### config.mk
export PLATFORM = sky130hd
export DESIGN_NAME = reg_file_p
export DESIGN_NICKNAME = d
export VERILOG_FILES = /design/src/rtl/reg_file_p.sv
export SDC_FILE = /design/constraint.sdc
export NUM_CORES = 1
export LEC_CHECK = 0
export ABC_CLOCK_PERIOD_IN_PS = 1520
export CAP_MARGIN = 25
export CELL_PAD_IN_SITES_DETAIL_PLACEMENT = 0
export CELL_PAD_IN_SITES_GLOBAL_PLACEMENT = 2
export CORE_MARGIN = 5
export CORE_UTILIZATION = 36
export CTS_CLUSTER_DIAMETER = 60
export DETAILED_ROUTE_END_ITERATION = 16
export MAX_ROUTING_LAYER = met4
export PLACE_DENSITY = 0.74
export SLEW_MARGIN = 20
export SYNTH_ARGS = -nofsm -noshare
export SYNTH_HDL_FRONTEND = slang
export SYNTH_SLANG_ARGS = --single-unit
### constraint.sdc
create_clock -name clk -period 1.52 [get_ports clk]
set_input_delay 0.152 -clock clk [delete_from_list [all_inputs] [get_ports clk]]
set_output_delay 0.152 -clock clk [all_outputs]
set_load 0.01 [all_outputs]
### src/rtl/reg_file_p.sv
// Two-read/one-write register file with registered reads, write-first bypass,
// optional hard-wired zero register and a per-register pending scoreboard.
module reg_file_p #(
    parameter int unsigned WIDTH    = 16,
    parameter int unsigned ADDR_W   = 3,
    parameter int unsigned ZERO_REG = 0
) (
    input  logic              clk,
    input  logic              reset,
    input  logic              wr,
    input  logic [ADDR_W-1:0] wr_addr,
    input  logic [WIDTH-1:0]  d_in,
    input  logic              claim,
    input  logic [ADDR_W-1:0] claim_addr,
    input  logic              rd_en_a,
    input  logic [ADDR_W-1:0] rd_addr_a,
    input  logic              rd_en_b,
    input  logic [ADDR_W-1:0] rd_addr_b,
    output logic [WIDTH-1:0]  d_out_a,
    output logic [WIDTH-1:0]  d_out_b,
    output logic              busy_a,
    output logic              busy_b
);

    localparam int unsigned DEPTH = 2 ** ADDR_W;

    logic [WIDTH-1:0] r_mem [DEPTH];
    logic [DEPTH-1:0] r_pend;
    logic [WIDTH-1:0] r_d_out_a;
    logic [WIDTH-1:0] r_d_out_b;
    logic             r_busy_a;
    logic             r_busy_b;

    logic [WIDTH-1:0] w_mem_d [DEPTH];
    logic [DEPTH-1:0] w_pend_d;
    logic             w_wr_ok;
    logic             w_claim_ok;
    logic             w_zero_a;
    logic             w_zero_b;
    logic [WIDTH-1:0] w_rd_data_a;
    logic [WIDTH-1:0] w_rd_data_b;
    logic             w_rd_busy_a;
    logic             w_rd_busy_b;

    assign w_wr_ok    = wr && !((ZERO_REG != 0) && (wr_addr == '0));
    assign w_claim_ok = claim && !((ZERO_REG != 0) && (claim_addr == '0));
    assign w_zero_a   = (ZERO_REG != 0) && (rd_addr_a == '0);
    assign w_zero_b   = (ZERO_REG != 0) && (rd_addr_b == '0);

    // Claim is applied after the write so a fresh producer keeps the register pending.
    always_comb begin
        w_mem_d  = r_mem;
        w_pend_d = r_pend;
        if (w_wr_ok) begin
            w_mem_d[wr_addr]  = d_in;
            w_pend_d[wr_addr] = 1'b0;
        end
        if (w_claim_ok) begin
            w_pend_d[claim_addr] = 1'b1;
        end
    end

    // Reads sample next-state storage, which gives write-first bypass for free.
    assign w_rd_data_a = w_zero_a ? '0 : w_mem_d[rd_addr_a];
    assign w_rd_data_b = w_zero_b ? '0 : w_mem_d[rd_addr_b];
    assign w_rd_busy_a = w_zero_a ? 1'b0 : w_pend_d[rd_addr_a];
    assign w_rd_busy_b = w_zero_b ? 1'b0 : w_pend_d[rd_addr_b];

    always_ff @(posedge clk or negedge reset) begin
        if (!reset) begin
            for (int i = 0; i < DEPTH; i++) begin
                r_mem[i] <= '0;
            end
            r_pend    <= '0;
            r_d_out_a <= '0;
            r_d_out_b <= '0;
            r_busy_a  <= 1'b0;
            r_busy_b  <= 1'b0;
        end else begin
            r_mem  <= w_mem_d;
            r_pend <= w_pend_d;
            if (rd_en_a) begin
                r_d_out_a <= w_rd_data_a;
                r_busy_a  <= w_rd_busy_a;
            end
            if (rd_en_b) begin
                r_d_out_b <= w_rd_data_b;
                r_busy_b  <= w_rd_busy_b;
            end
        end
    end

    assign d_out_a = r_d_out_a;
    assign d_out_b = r_d_out_b;
    assign busy_a  = r_busy_a;
    assign busy_b  = r_busy_b;

endmodule

# Word-level counts from Yosys, hierarchy flattened
# Cells that the tools add are included.
# W data, S select, Z words.
# op_classes
addsub	0
mul	0
div	0
order_cmp	10
eq_ne	0
shift	0
n_mux	20
n_bitwise	6
n_reduce_logical	3
# op_table
op	count
$bwmux W128	1
$mux W128	1
$bmux W16 S3	2
$mux W16	5
$demux W16 S3	1
$lt A3 B4 Y1 const B	4
$mux W8	2
$ge A4 B4 Y1 const B	3
$not A3 Y4	3
$and A8 B8 Y8	1
$not A8 Y8	1
$or A8 B8 Y8	1
$bmux W1 S3	2
$demux W1 S3	2
$ge A3 B1 Y1 const B	2
$lt A4 B1 Y1 const B	1
$mux W1	4
$logic_and A1 B1 Y1	3
# word_totals
regBits	170
latchBits	0
ramBits	0
rom_bits	0
in_bits	34
out_inout_bits	34
word_cells	52
mem_count	0

# Depth between registers and ports, before layout
# Gate-level depths: netlist of run 1.
# depth
depth_word	11
mapped_depth	8
ltp_nobuf	5

# Worst setup path after synthesis of run 1
# Ideal clock, no wire load.
# synth_timing
kind	input to register
start	in wr_addr[0]
end	reg r_d_out_b[11], in the netlist d_out_b[11]
setup_time_ns	0.120
arrival_ns	1.743
required_ns	1.400
path_slack_ns	-0.343
path_stages	5
n_path_buf	1
cell_sequence	nor4b_2 buf_4 mux2_2 mux4_2 a31o_1
# synth_rtl
item	line	source
from (decl)	11	input logic [ADDR_W-1:0] wr_addr,
to (signal assigned)	87	r_d_out_b <= w_rd_data_b;
to (decl)	30	logic [WIDTH-1:0] r_d_out_b;

==> results of run 1 <==
[flip-flops by register name, indices dropped and copies added (netlist names)]
register,count
r_pend,8
busy_b,1
busy_a,1
d_out_a,16
r_mem,128
d_out_b,16
[per-stage QoR]
stage	cell area, µm²	instances
floorplan	9402	834
global placement	11930	1353
CTS	13470	1415
finish	13930	1422
detailed placement	11930	1353
global route	13930	1422
[final timing paths]
check | from | end | slack, ns
max reg2reg | r_mem[11] | d_out_b[11] | -0.10
max in group asynchronous | reset | d_out_a[14] | 0.58
min in group clk | claim_addr[2] | r_pend[7] | 0.30
min reg2reg | r_mem[23] | r_mem[23] | 0.52
max | wr_addr[1] | d_out_b[12] | -0.14
min | reset | r_mem[35] | 0.26
[synthesized netlist by cell type, types with 6 or more instances]
master / number
a221oi_1: 21
o221a_2: 15
o21ai_0: 28
mux2_1: 23
a22o_1: 14
o2111ai_1: 6
clkbuf_1: 58
mux2i_1: 8
o2bb2ai_1: 11
nor3_1: 19
nor2b_1: 9
dfrtp_1: 170
a31o_1: 6
mux4_2: 14
o22ai_1: 61
inv_1: 19
a22oi_1: 8
a211oi_1: 16
o311ai_1: 6
or3_1: 14
buf_6: 6
o21a_1: 8
or2_1: 10
o32ai_1: 13
mux2_2: 82
nand2_1: 67
buf_2: 14
mux2_4: 6
nor2_1: 37
[cells in the final DEF (no fill, tap or decap), drive strengths merged, types with 9 or more instances in the layout]
cell / synthesis / routed
inv: 19 / 22
mux4: 14 / 14
a22o: 14 / 14
dlymetal6s2s: 0 / 16
or2: 12 / 12
mux2: 111 / 111
nand2: 67 / 67
o22ai: 61 / 61
o2bb2ai: 11 / 11
clkbuf: 58 / 21
o32ai: 13 / 13
buf: 22 / 243
dlygate4sd2: 0 / 16
a221oi: 21 / 21
nor2b: 9 / 9
or3: 14 / 14
nor2: 37 / 37
o21ai: 28 / 28
nor3: 19 / 19
clkdlybuf4s50: 0 / 28
dfrtp: 170 / 170
o221a: 17 / 17
a211oi: 16 / 16
[final cells by class]
class                   count  area, µm²  area share
clock buffers              21      460.4     0.03306
clock inverters            11      111.4    0.007996
inverters                  21      80.08    0.005750
multi-input cells         563       5466      0.3925
flip-flops and latches    170       4255      0.3056
well taps                 330      412.9     0.02965
repair buffers            306       3139      0.2254
[power by group through the flow]
stage | clock network (mW) | registers, mW | logic, mW
global placement | 0 | 6.09 | 4.01
CTS | 4.33 | 6.10 | 4.57
floorplan | 0 | 6.03 | 2.21
finish | 4.28 | 6.17 | 4.81
detailed placement | 0 | 6.15 | 4.11
global route | 4.53 | 6.26 | 5.12
[logic make-up (layout without fill, tap and decap cells)]
kind of cell    Yosys count  count (layout)  share of synthesized area
simple gates            191             191                     0.1086
xor+xnor                  1               1                  0.0009528
buf+inv                 101             359                    0.04886
compound gates          238             238                     0.1975
mux                     133             133                     0.1814
flops                   170             170                     0.4627
[timing repair]
action | 4_1_cts | 5_1_grt
cloned | 6 | 0
hold endpoints to repair | 42 | 0
gates resized for setup | 168 | 86
endpoints found under the setup margin | 51 | 47
hold buffers | 1 | 0
buffers inserted | 25 | 7
pin swaps | 31 | 29
[worst register-to-register path, stage by stage, from the launching register on]
cell and delay [ns]:
dfrtp_1 0.38, mux2_2 0.29, mux4_2 0.46, a22o_1 0.20, a31o_1 0.18
[per-layer routing]
| layer | part of all wire | global-route usage | vias up |
|---|---|---|---|
| li1 | - | - | 3711 |
| met5 | 0 | - | - |
| met1 | 0.47 | 0.3550 | 4312 |
| met2 | 0.46 | 0.3786 | 272 |
| met3 | 0.055 | 0.03564 | 46 |
| met4 | 0.017 | 0.06335 | 0 |
==> summary.txt, run 1 <==
Clocking
  – H-tree Lvls: 4
  – CTS tree: done
  – Clock Path Buffers: 2
  – Clk root buf: clkbuf_16
  – TritonCTS buffer count: 17
  – Clock Latency Late Sink: 0.43 ns
  – Clock slew at reported path FFs: 0.07 ns
  – Clock sink total: 170

STA
  – Worst Tran Pin Value: 0.5662 ns
  – Final WS setup: -0.1417 ns
  – Unrepaired setup endpoints after global routing: true
  – Fmax achieved: 0.6018 GHz
  – Final setup fails: 30
  – Final worst path period share: 1.093
  – Slew margin rel.: 0.6225
  – Final Skew: 0.01062 ns
  – Min Tclk post-route: 1.662 ns
  – Total count of max-transition violations in the final report: 0
  – TNS Setup: -1.906 ns
  – Final Hold Fails: 0
  – Final hold slack: 0.2583 ns

Power
  – Peak VDD IR: 0.6543 mV
  – Clock Power Share: 0.281
  – Seq pwr share: 0.404
  – Internal power: 10.51 mW
  – PnR Total Power: 15.27 mW
  – Sw Ratio: 0.3115
  – PD cells: 1097 nW/µm²
  – Net switching power: 4.757 mW
  – Logic gate share of total power: 0.315
  – Pleak: 6.187 nW

Critical path
  – Crit path DAT: 1.98 ns
  – Crit path cell chain: buf_8 -> buf_12 -> nor4b_4 -> buf_6 -> buf_12 -> mux2_4 -> mux4_2 -> a31o_1
  – Slowest CP cell: mux4_2
  – CP max stage delay: 0.46 ns
  – Worst Setup End Kind: register
  – Crit path top cell by count: buf_12
  – Critical path class: in -> reg
  – CP top delay family: multiplexers
  – Setup crit start kind: input port
  – Critical path required time: 1.84 ns
  – Crit. path cell count: 8
  – Reg2Reg Depth: 4
  – Worst Path Max Fanout: 8
  – Worst Path Buf+Inv: 4

GRT
  – Largest net degree at the start of global routing: 49
  – Total track usage: 0.2499
  – Remaining Overflow, GRT: 0
  – Number of global-route vias before repair: 8772
  – Wire length of the first global-routing pass: 53320 µm
  – Initial antenna violation count: 0

Placed design
  – Post-DP HPWL: 24140 µm
  – RePlAce Congestion: 0.9376
  – Port Buf Inserts: 67
  – Pre-CTS setup slack: -1.117 ns

Synthesis
  – Ys async rst share: 1.000
  – Top cell type's share of synthesized area: 0.4627
  – Cells after Synth: 834
  – Largest cells by area after synthesis: dfrtp_1 46%, mux2_2 10%, o22ai_1 4.2%
  – Avg Cell Area, Syn: 11.02 µm²
  – FF+latch count, synth: 170
  – Synthesized area: 9194 µm²
  – Count of unique library cells instantiated by Yosys: 64
  – Synth area leader: dfrtp_1
  – YS warnings: 0
  – Register area share after synthesis: 0.4627
  – Synth Net Count: 868
  – Dominant synthesized flop cell: dfrtp_1
  – Count of flip-flops with a built-in enable after synthesis: 0

Final layout
  – Synth-to-layout area growth: 51.47%
  – Nets: 1113
  – Share of cells above drive strength 1: 0.4817
  – Fill cell count: 2075
  – Antenna diode count: 0
  – Post-layout util: 0.5530

Die
  – Die W: 169.8 µm
  – DIE AREA: 28830 µm²
  – Placement Rows: 58
  – I/O pins: 68
  – Initial Util: 0.3651
  – Core area: 25180 µm²
  – Die H: 169.8 µm

Routing
  – Post-route ant nets: 0
  – WL per Instance: 24.75 µm
  – DRC: 0
  – Total number of vias: 8341
  – DRT iter0 DRCs: 832
  – 1st-pass router iterations: 5
  – Vias per inst: 5.866
  – Final wirelength: 35200 µm

Run status
  – Failing checks: negative setup slack
  – Outcome: finished with violations

Flow run
  – Maxcap violations: 0

Worst hold path
  – Hold WC Path Type: in -> async
(Power assumes the default switching activity.)
==> inputs of run 2 (changes only) <==
ABC_CLOCK_PERIOD_IN_PS = 2000   (was 1520)
CORE_UTILIZATION = 43   (was 36)
PLACE_DENSITY = 0.83   (was 0.74)
clock period = 2 ns   (was 1.52 ns; I/O delays follow)
==> run 2 against run 1 <==
Effect of this change:
- core utilization rose by 1.6 points
- sequential power down 25%
- largest cell class unchanged
- setup slack improved by 0.23 ns
- sequential share of layout area up 5.0 points
- the flow now finishes without violations
==> summary.txt, run 2 (synthesized netlist as in run 1, its figures left out) <==
Die
  – Placement Rows: 53 (-8.6%)
  – Die H: 156.2 µm (-8.0%)
  – Die W: 156.2 µm (-8.0%)
  – I/O pins: 68 (unchanged)
  – Initial Util: 0.4374 (+0.07226)
  – Core area: 21020 µm² (-17%)
  – DIE AREA: 24400 µm² (-15%)

Routing
  – 1st-pass router iterations: 5 (unchanged)
  – Top Metal Used: met4
  – Post-route ant nets: 0 (unchanged)
  – Met2 wire len: 14370 µm (-11%)
  – DRC: 0 (unchanged)
  – M1 wire length: 14570 µm (-11%)
  – WL per Instance: 25.22 µm (+1.9%)
  – Total number of vias: 8112 (-2.7%)
  – Final wirelength: 32240 µm (-8.4%)
  – Met3 WL: 2465 µm (+27%)
  – DRT iter0 DRCs: 848 (+1.9%)
  – Vias per inst: 6.347 (+8.2%)

Power
  – Net switching power: 3.359 mW (-29%)
  – Clock Power Share: 0.320 (+0.039)
  – PnR Total Power: 11.11 mW (-27%)
  – Internal power: 7.751 mW (-26%)
  – Peak VDD IR: 0.6844 mV (+4.6%)
  – Sw Ratio: 0.3023 (-0.009194)
  – PD cells: 929.5 nW/µm² (-15%)
  – Pleak: 5.138 nW (-17%)
  – Seq pwr share: 0.418 (+0.014)
  – Logic gate share of total power: 0.263 (-0.052)

GRT
  – Initial antenna violation count: 0 (unchanged)
  – Wire length of the first global-routing pass: 49490 µm (-7.2%)
  – Number of global-route vias before repair: 8336 (-5.0%)
  – Total track usage: 0.2742 (+0.02426)
  – Remaining Overflow, GRT: 0 (unchanged)
  – Largest net degree at the start of global routing: 54 (+10%)

Final layout
  – Largest Register: r_mem
  – Most common cell after layout, fill and taps aside: dfrtp_1
  – Nets: 1024 (-8.0%)
  – Antenna diode count: 0 (unchanged)
  – Post-layout instance area: 11950 µm² (-14%)
  – Footprint of the multi-input gates: 4532 µm² (-17%)
  – Fill cell count: 1730 (-17%)
  – Register Area: 4254 µm² (about the same)
  – Most frequent cells in the layout: 170 x dfrtp_1, 120 x buf_4, 82 x mux2_2
  – Share of cells above drive strength 1: 0.3091 (-0.1726)
  – Max FFs per register: 128 (unchanged)
  – Synth-to-layout area growth: 30.01%

Run status
  – Outcome: completed

Clocking
  – H-tree Lvls: 4 (unchanged)
  – Clock Latency Late Sink: 0.44 ns (about the same)
  – Clk root buf: clkbuf_16
  – TritonCTS buffer count: 17 (unchanged)
  – Clock sink total: 170 (unchanged)
  – Clock slew at reported path FFs: 0.07 ns (about the same)
  – Clock Path Buffers: 2 (unchanged)
  – CTS tree: done

Flow run
  – Maxcap violations: 0 (unchanged)

Critical path
  – Worst reg2reg setup slack: 0.27 ns (+0.37 ns)
  – Critical path class: in -> reg
  – Critical path required time: 2.32 ns (+0.48 ns)
  – Crit path DAT: 2.23 ns (+0.25 ns)
  – Setup crit start kind: input port
  – Worst Path Max Fanout: 12 (+4)
  – Worst Setup End Kind: register

STA
  – Final hold slack: 0.2563 ns (-0.002064 ns)
  – Fmax achieved: 0.5238 GHz
  – Slew margin rel.: 0.4458 (-0.1768)
  – Final setup fails: 0 (-100%)
  – Total count of max-transition violations in the final report: 0 (unchanged)
  – Worst Tran Pin Value: 0.8283 ns (+0.2621 ns)
  – Min Tclk post-route: 1.909 ns
  – Final worst path period share: 0.9545
  – Final Skew: 0.01082 ns (+0.0001978 ns)
  – Unrepaired setup endpoints after global routing: false
  – Final Hold Fails: 0 (unchanged)
  – TNS Setup: 0 ns (+1.906 ns)

Placed design
  – Port Buf Inserts: 67 (unchanged)
  – RePlAce Congestion: 0.9049 (-3.5%)
  – Dpl cell area: 11280 µm² (-5.4%)
  – Post-DP HPWL: 23080 µm (-4.4%)

Worst hold path
  – Hold WC Path Type: in -> async
run 2: per-stage QoR:
| step | instances | utilization | worst slack [ns] |
|---|---|---|---|
| after floorplan | 834 | - | 0.08946 |
| final | 1278 | 0.5686 | 0.09093 |
| after global routing | 1278 | 0.5686 | 0.01263 |
| after global placement | 1243 | 0.5367 | -0.7339 |
| after detailed placement | 1243 | 0.5367 | -0.7439 |
| after CTS | 1278 | 0.5686 | 0.1292 |
run 2: final cells by class:
cell class                      count  area share
Timing Repair Buffer              217      0.1775
Inverter                           21    0.006595
Multi-Input combinational cell    563      0.3791
Tap cell                          275     0.02879
Clock inverter                     13     0.01497
Sequential cell                   170      0.3559
Clock buffer                       19     0.03706
run 2: power by group through the flow:
stage | Sequential [mW] | Combinational (mW) | Clock, mW
global route | 4.70 | 3.13 | 3.71
floorplan | 4.58 | 1.61 | 0
finish | 4.64 | 2.92 | 3.55
CTS | 4.62 | 2.89 | 3.60
global placement | 4.63 | 2.77 | 0
detailed placement | 4.68 | 2.86 | 0
run 2: critical path, stage by stage:
cell and delay (ns):
dlygate4sd2_1 0.29, buf_12 0.17, nor4b_4 0.30, buf_6 0.22, mux2_2 0.36, mux4_2 0.46, a31o_1 0.23
run 2: final timing paths:
| path | from | to | depth (start not counted) |
|---|---|---|---|
| worst max-delay path | wr_addr[1] | d_out_b[12] | 7 |
| worst min-delay path | reset | d_out_a[8] | 2 |
| max in group asynchronous | reset | r_mem[78] | 3 |
| min in group clk | rd_addr_a[1] | d_out_a[0] | 4 |
| worst max register to register | r_mem[98] | d_out_b[2] | 4 |
| worst min register to register | busy_b | busy_b | 1 |
run 2: repair_timing:
| action | CTS | global route |
|---|---|---|
| gates resized for setup | 9 | 0 |
| setup buffers | 2 | 0 |
| hold buffers | 1 | 0 |
| hold endpoints to repair | 42 | 0 |
| setup endpoints to repair | 33 | 0 |
run 2: routing by layer:
layer  vias to the layer above  global-route usage
met5                         -                   -
met3                        81             0.05365
met4                         0             0.08967
li1                       3521                   -
met1                      4113              0.3838
met2                       397              0.4036
==> inputs of run 3 (changes only) <==
ABC_CLOCK_PERIOD_IN_PS = 1860   (was 2000)
CORE_UTILIZATION = 40   (was 43)
PLACE_DENSITY = 0.78   (was 0.83)
SLEW_MARGIN = 10   (was 20)
clock period = 1.86 ns   (was 2 ns; I/O delays follow)
==> run 3 against run 2 <==
Effect of this change:
- clock power increased by 7.3%
- worst hold slack improved by 0.025 ns
- first-iteration DRC count increased by 4.5%
- design area increased by 5.2%
- count of clock-buffer cells in the layout unchanged
- register-to-register slack got worse by 0.12 ns
- non-clock buffer count increased by 31
- setup slack got worse by 0.088 ns
- critical path type unchanged
- highest routed layer unchanged
- core utilization decreased by 1.3 points
- critical path depth increased by 4
==> summary.txt, run 3 (synthesized netlist as in run 1, its figures left out) <==
Critical path
  – Critical path class: in -> reg
  – Slowest CP cell: mux2_2
  – Setup crit start kind: input port
  – Worst reg2reg setup slack: 0.15 ns (-0.12 ns)
  – Crit path to: d_out_b[10]
  – CP max stage delay: 0.34 ns (-0.12 ns)
  – Crit path DAT: 2.17 ns (-0.06 ns)
  – Worst Path Max Fanout: 6 (-6)
  – CP startpoint: wr_addr[0]
  – R2R Path End: d_out_b[12]
  – Critical path required time: 2.17 ns (-0.15 ns)
  – Crit path cell chain: buf_6 -> buf_12 -> buf_6 -> nor4b_4 -> buf_4 -> clkbuf_16 -> buf_12 -> mux2_2 -> o22ai_1 -> nor3_2 -> or2_1
  – Worst Setup End Kind: register
  – Reg2Reg Depth: 4 (unchanged)
  – R2R Path Start: r_mem[108]

Routing
  – WL per Instance: 25.77 µm (+2.1%)
  – Total number of vias: 8326 (+2.6%)
  – DRT iter0 DRCs: 886 (+4.5%)
  – Final wirelength: 34010 µm (+5.5%)
  – Post-route ant nets: 0 (unchanged)
  – DRC: 0 (unchanged)
  – 1st-pass router iterations: 5 (unchanged)
  – Vias per inst: 6.308 (-0.63%)

STA
  – Final worst path period share: 0.9982
  – Slew margin rel.: 0.4088 (-0.03695)
  – Final Hold Fails: 0 (unchanged)
  – Fmax achieved: 0.5386 GHz
  – Final setup fails: 0 (unchanged)
  – Final Skew: 0.007997 ns (-0.002826 ns)
  – Min Tclk post-route: 1.857 ns
  – Final WS setup: 0.003262 ns (-0.08767 ns)
  – Worst Tran Pin Value: 0.8835 ns (+0.05522 ns)
  – Total count of max-transition violations in the final report: 0 (unchanged)
  – Final hold slack: 0.2812 ns (+0.02489 ns)

GRT
  – Largest net degree at the start of global routing: 51 (-5.6%)
  – Remaining Overflow, GRT: 0 (unchanged)
  – Initial antenna violation count: 0 (unchanged)
  – Wire length of the first global-routing pass: 50540 µm (+2.1%)
  – Number of global-route vias before repair: 8235 (-1.2%)
  – Total track usage: 0.2613 (-0.01286)

Final layout
  – Antenna diode count: 0 (unchanged)
  – Largest Register: r_mem
  – Nets: 1056 (+3.1%)
  – Final Non-Filler Cells: 1320 (+3.3%)
  – Max FFs per register: 128 (unchanged)
  – Most common cell after layout, fill and taps aside: dfrtp_1
  – Post-layout instance area: 12570 µm² (+5.2%)
  – Fill cell count: 1882 (+8.8%)
  – Synth-to-layout area growth: 36.72%
  – Most frequent cells in the layout: 170 x dfrtp_1, 144 x buf_4, 73 x mux2_2
  – Share of cells above drive strength 1: 0.3643 (+0.05518)

Power
  – Pleak: 5.430 nW (+5.7%)
  – Peak VDD IR: 0.5182 mV (-24%)
  – PD cells: 967.7 nW/µm² (+4.1%)

Clocking
  – Clock sink total: 170 (unchanged)
  – Clk root buf: clkbuf_16
  – CTS tree: done
  – H-tree Lvls: 4 (unchanged)
  – TritonCTS buffer count: 17 (unchanged)
  – Clock Latency Late Sink: 0.43 ns (about the same)
  – Clock slew at reported path FFs: 0.07 ns (about the same)
  – Clock Path Buffers: 2 (unchanged)

Die
  – Die W: 161.6 µm (+3.4%)
  – Initial Util: 0.4061 (-0.03128)
  – Die H: 161.6 µm (+3.4%)
  – I/O pins: 68 (unchanged)
  – Placement Rows: 55 (+3.8%)
  – DIE AREA: 26120 µm² (+7.0%)
  – Core area: 22640 µm² (+7.7%)

Placed design
  – Port Buf Inserts: 67 (unchanged)
  – Pre-CTS setup slack: -0.9584 ns (-0.2145 ns)
  – DP Cell Count: 1261 (+1.4%)
  – Dpl cell area: 11370 µm² (+0.75%)
  – Post-DP HPWL: 23090 µm (about the same)
  – RePlAce Congestion: 0.9276 (+2.5%)

Worst hold path
  – Hold WC Path Type: in -> async

Run status
  – Outcome: completed

Flow run
  – Maxcap violations: 0 (unchanged)
run 3: cell type report:
type                            count  area [µm²]  share of cell area
Multi-Input combinational cell    564        4806              0.3823
Inverter                           21       78.83            0.006271
Tap cell                          285       356.6             0.02837
Sequential cell                   170        4254              0.3384
Clock buffer                       19       442.9             0.03524
Timing Repair Buffer              248        2451              0.1950
Clock inverter                     13       180.2             0.01433
run 3: report_power, final:
| part | leakage (nW) | switching [mW] | internal (mW) |
|---|---|---|---|
| clock network | 0.305 | 1.61 | 2.19 |
| logic | 3.08 | 1.54 | 1.80 |
| registers | 2.04 | 0.540 | 4.48 |
run 3: worst max-delay path: cells and delay by family:
kind,cells,cell delay (ns)
AND/OR/NAND/NOR,3,0.66
AO/OA/AOI/OAI,1,0.15
buffers and inverters,6,0.82
multiplexers,1,0.34
run 3: worst min-delay path by stage:
stage                       to  slack (ns)  start  depth (start not counted)
global placement    r_mem[120]        0.17  reset                          1
global route         r_mem[88]        0.31  reset                          2
floorplan               busy_a       -0.11  reset                          0
finish               r_mem[88]        0.28  reset                          2
detailed placement  r_mem[120]        0.18  reset                          1
CTS                 r_mem[120]        0.29  reset                          2
run 3: repair_timing:
action | in CTS | in global routing
hold buffers | 1 | 0
gates resized for setup | 32 | 36
endpoints found under the setup margin | 34 | 26
setup buffers | 16 | 6
endpoints found under the hold margin | 45 | 0
pin swaps | 6 | 15
gates cloned | 1 | 3
run 3: per-stage QoR:
step           utilization   TNS (ns)  power (mW)
3_3_place_gp        0.5021     -23.90       8.011
3_5_place_dp        0.5021     -27.78       8.130
4_1_cts             0.5437  -0.006349       12.03
2_1_floorplan            -          0       6.658
6_report            0.5552          0       12.16
5_1_grt             0.5552   -0.07116       12.65
run 3: metal layers:
layer | GRT usage | part of all wire | vias up
met5 | - | 0 | -
met4 | 0.07561 | 0.021 | 0
met3 | 0.04772 | 0.081 | 52
met2 | 0.3750 | 0.44 | 414
met1 | 0.3796 | 0.46 | 4265
li1 | - | - | 3595
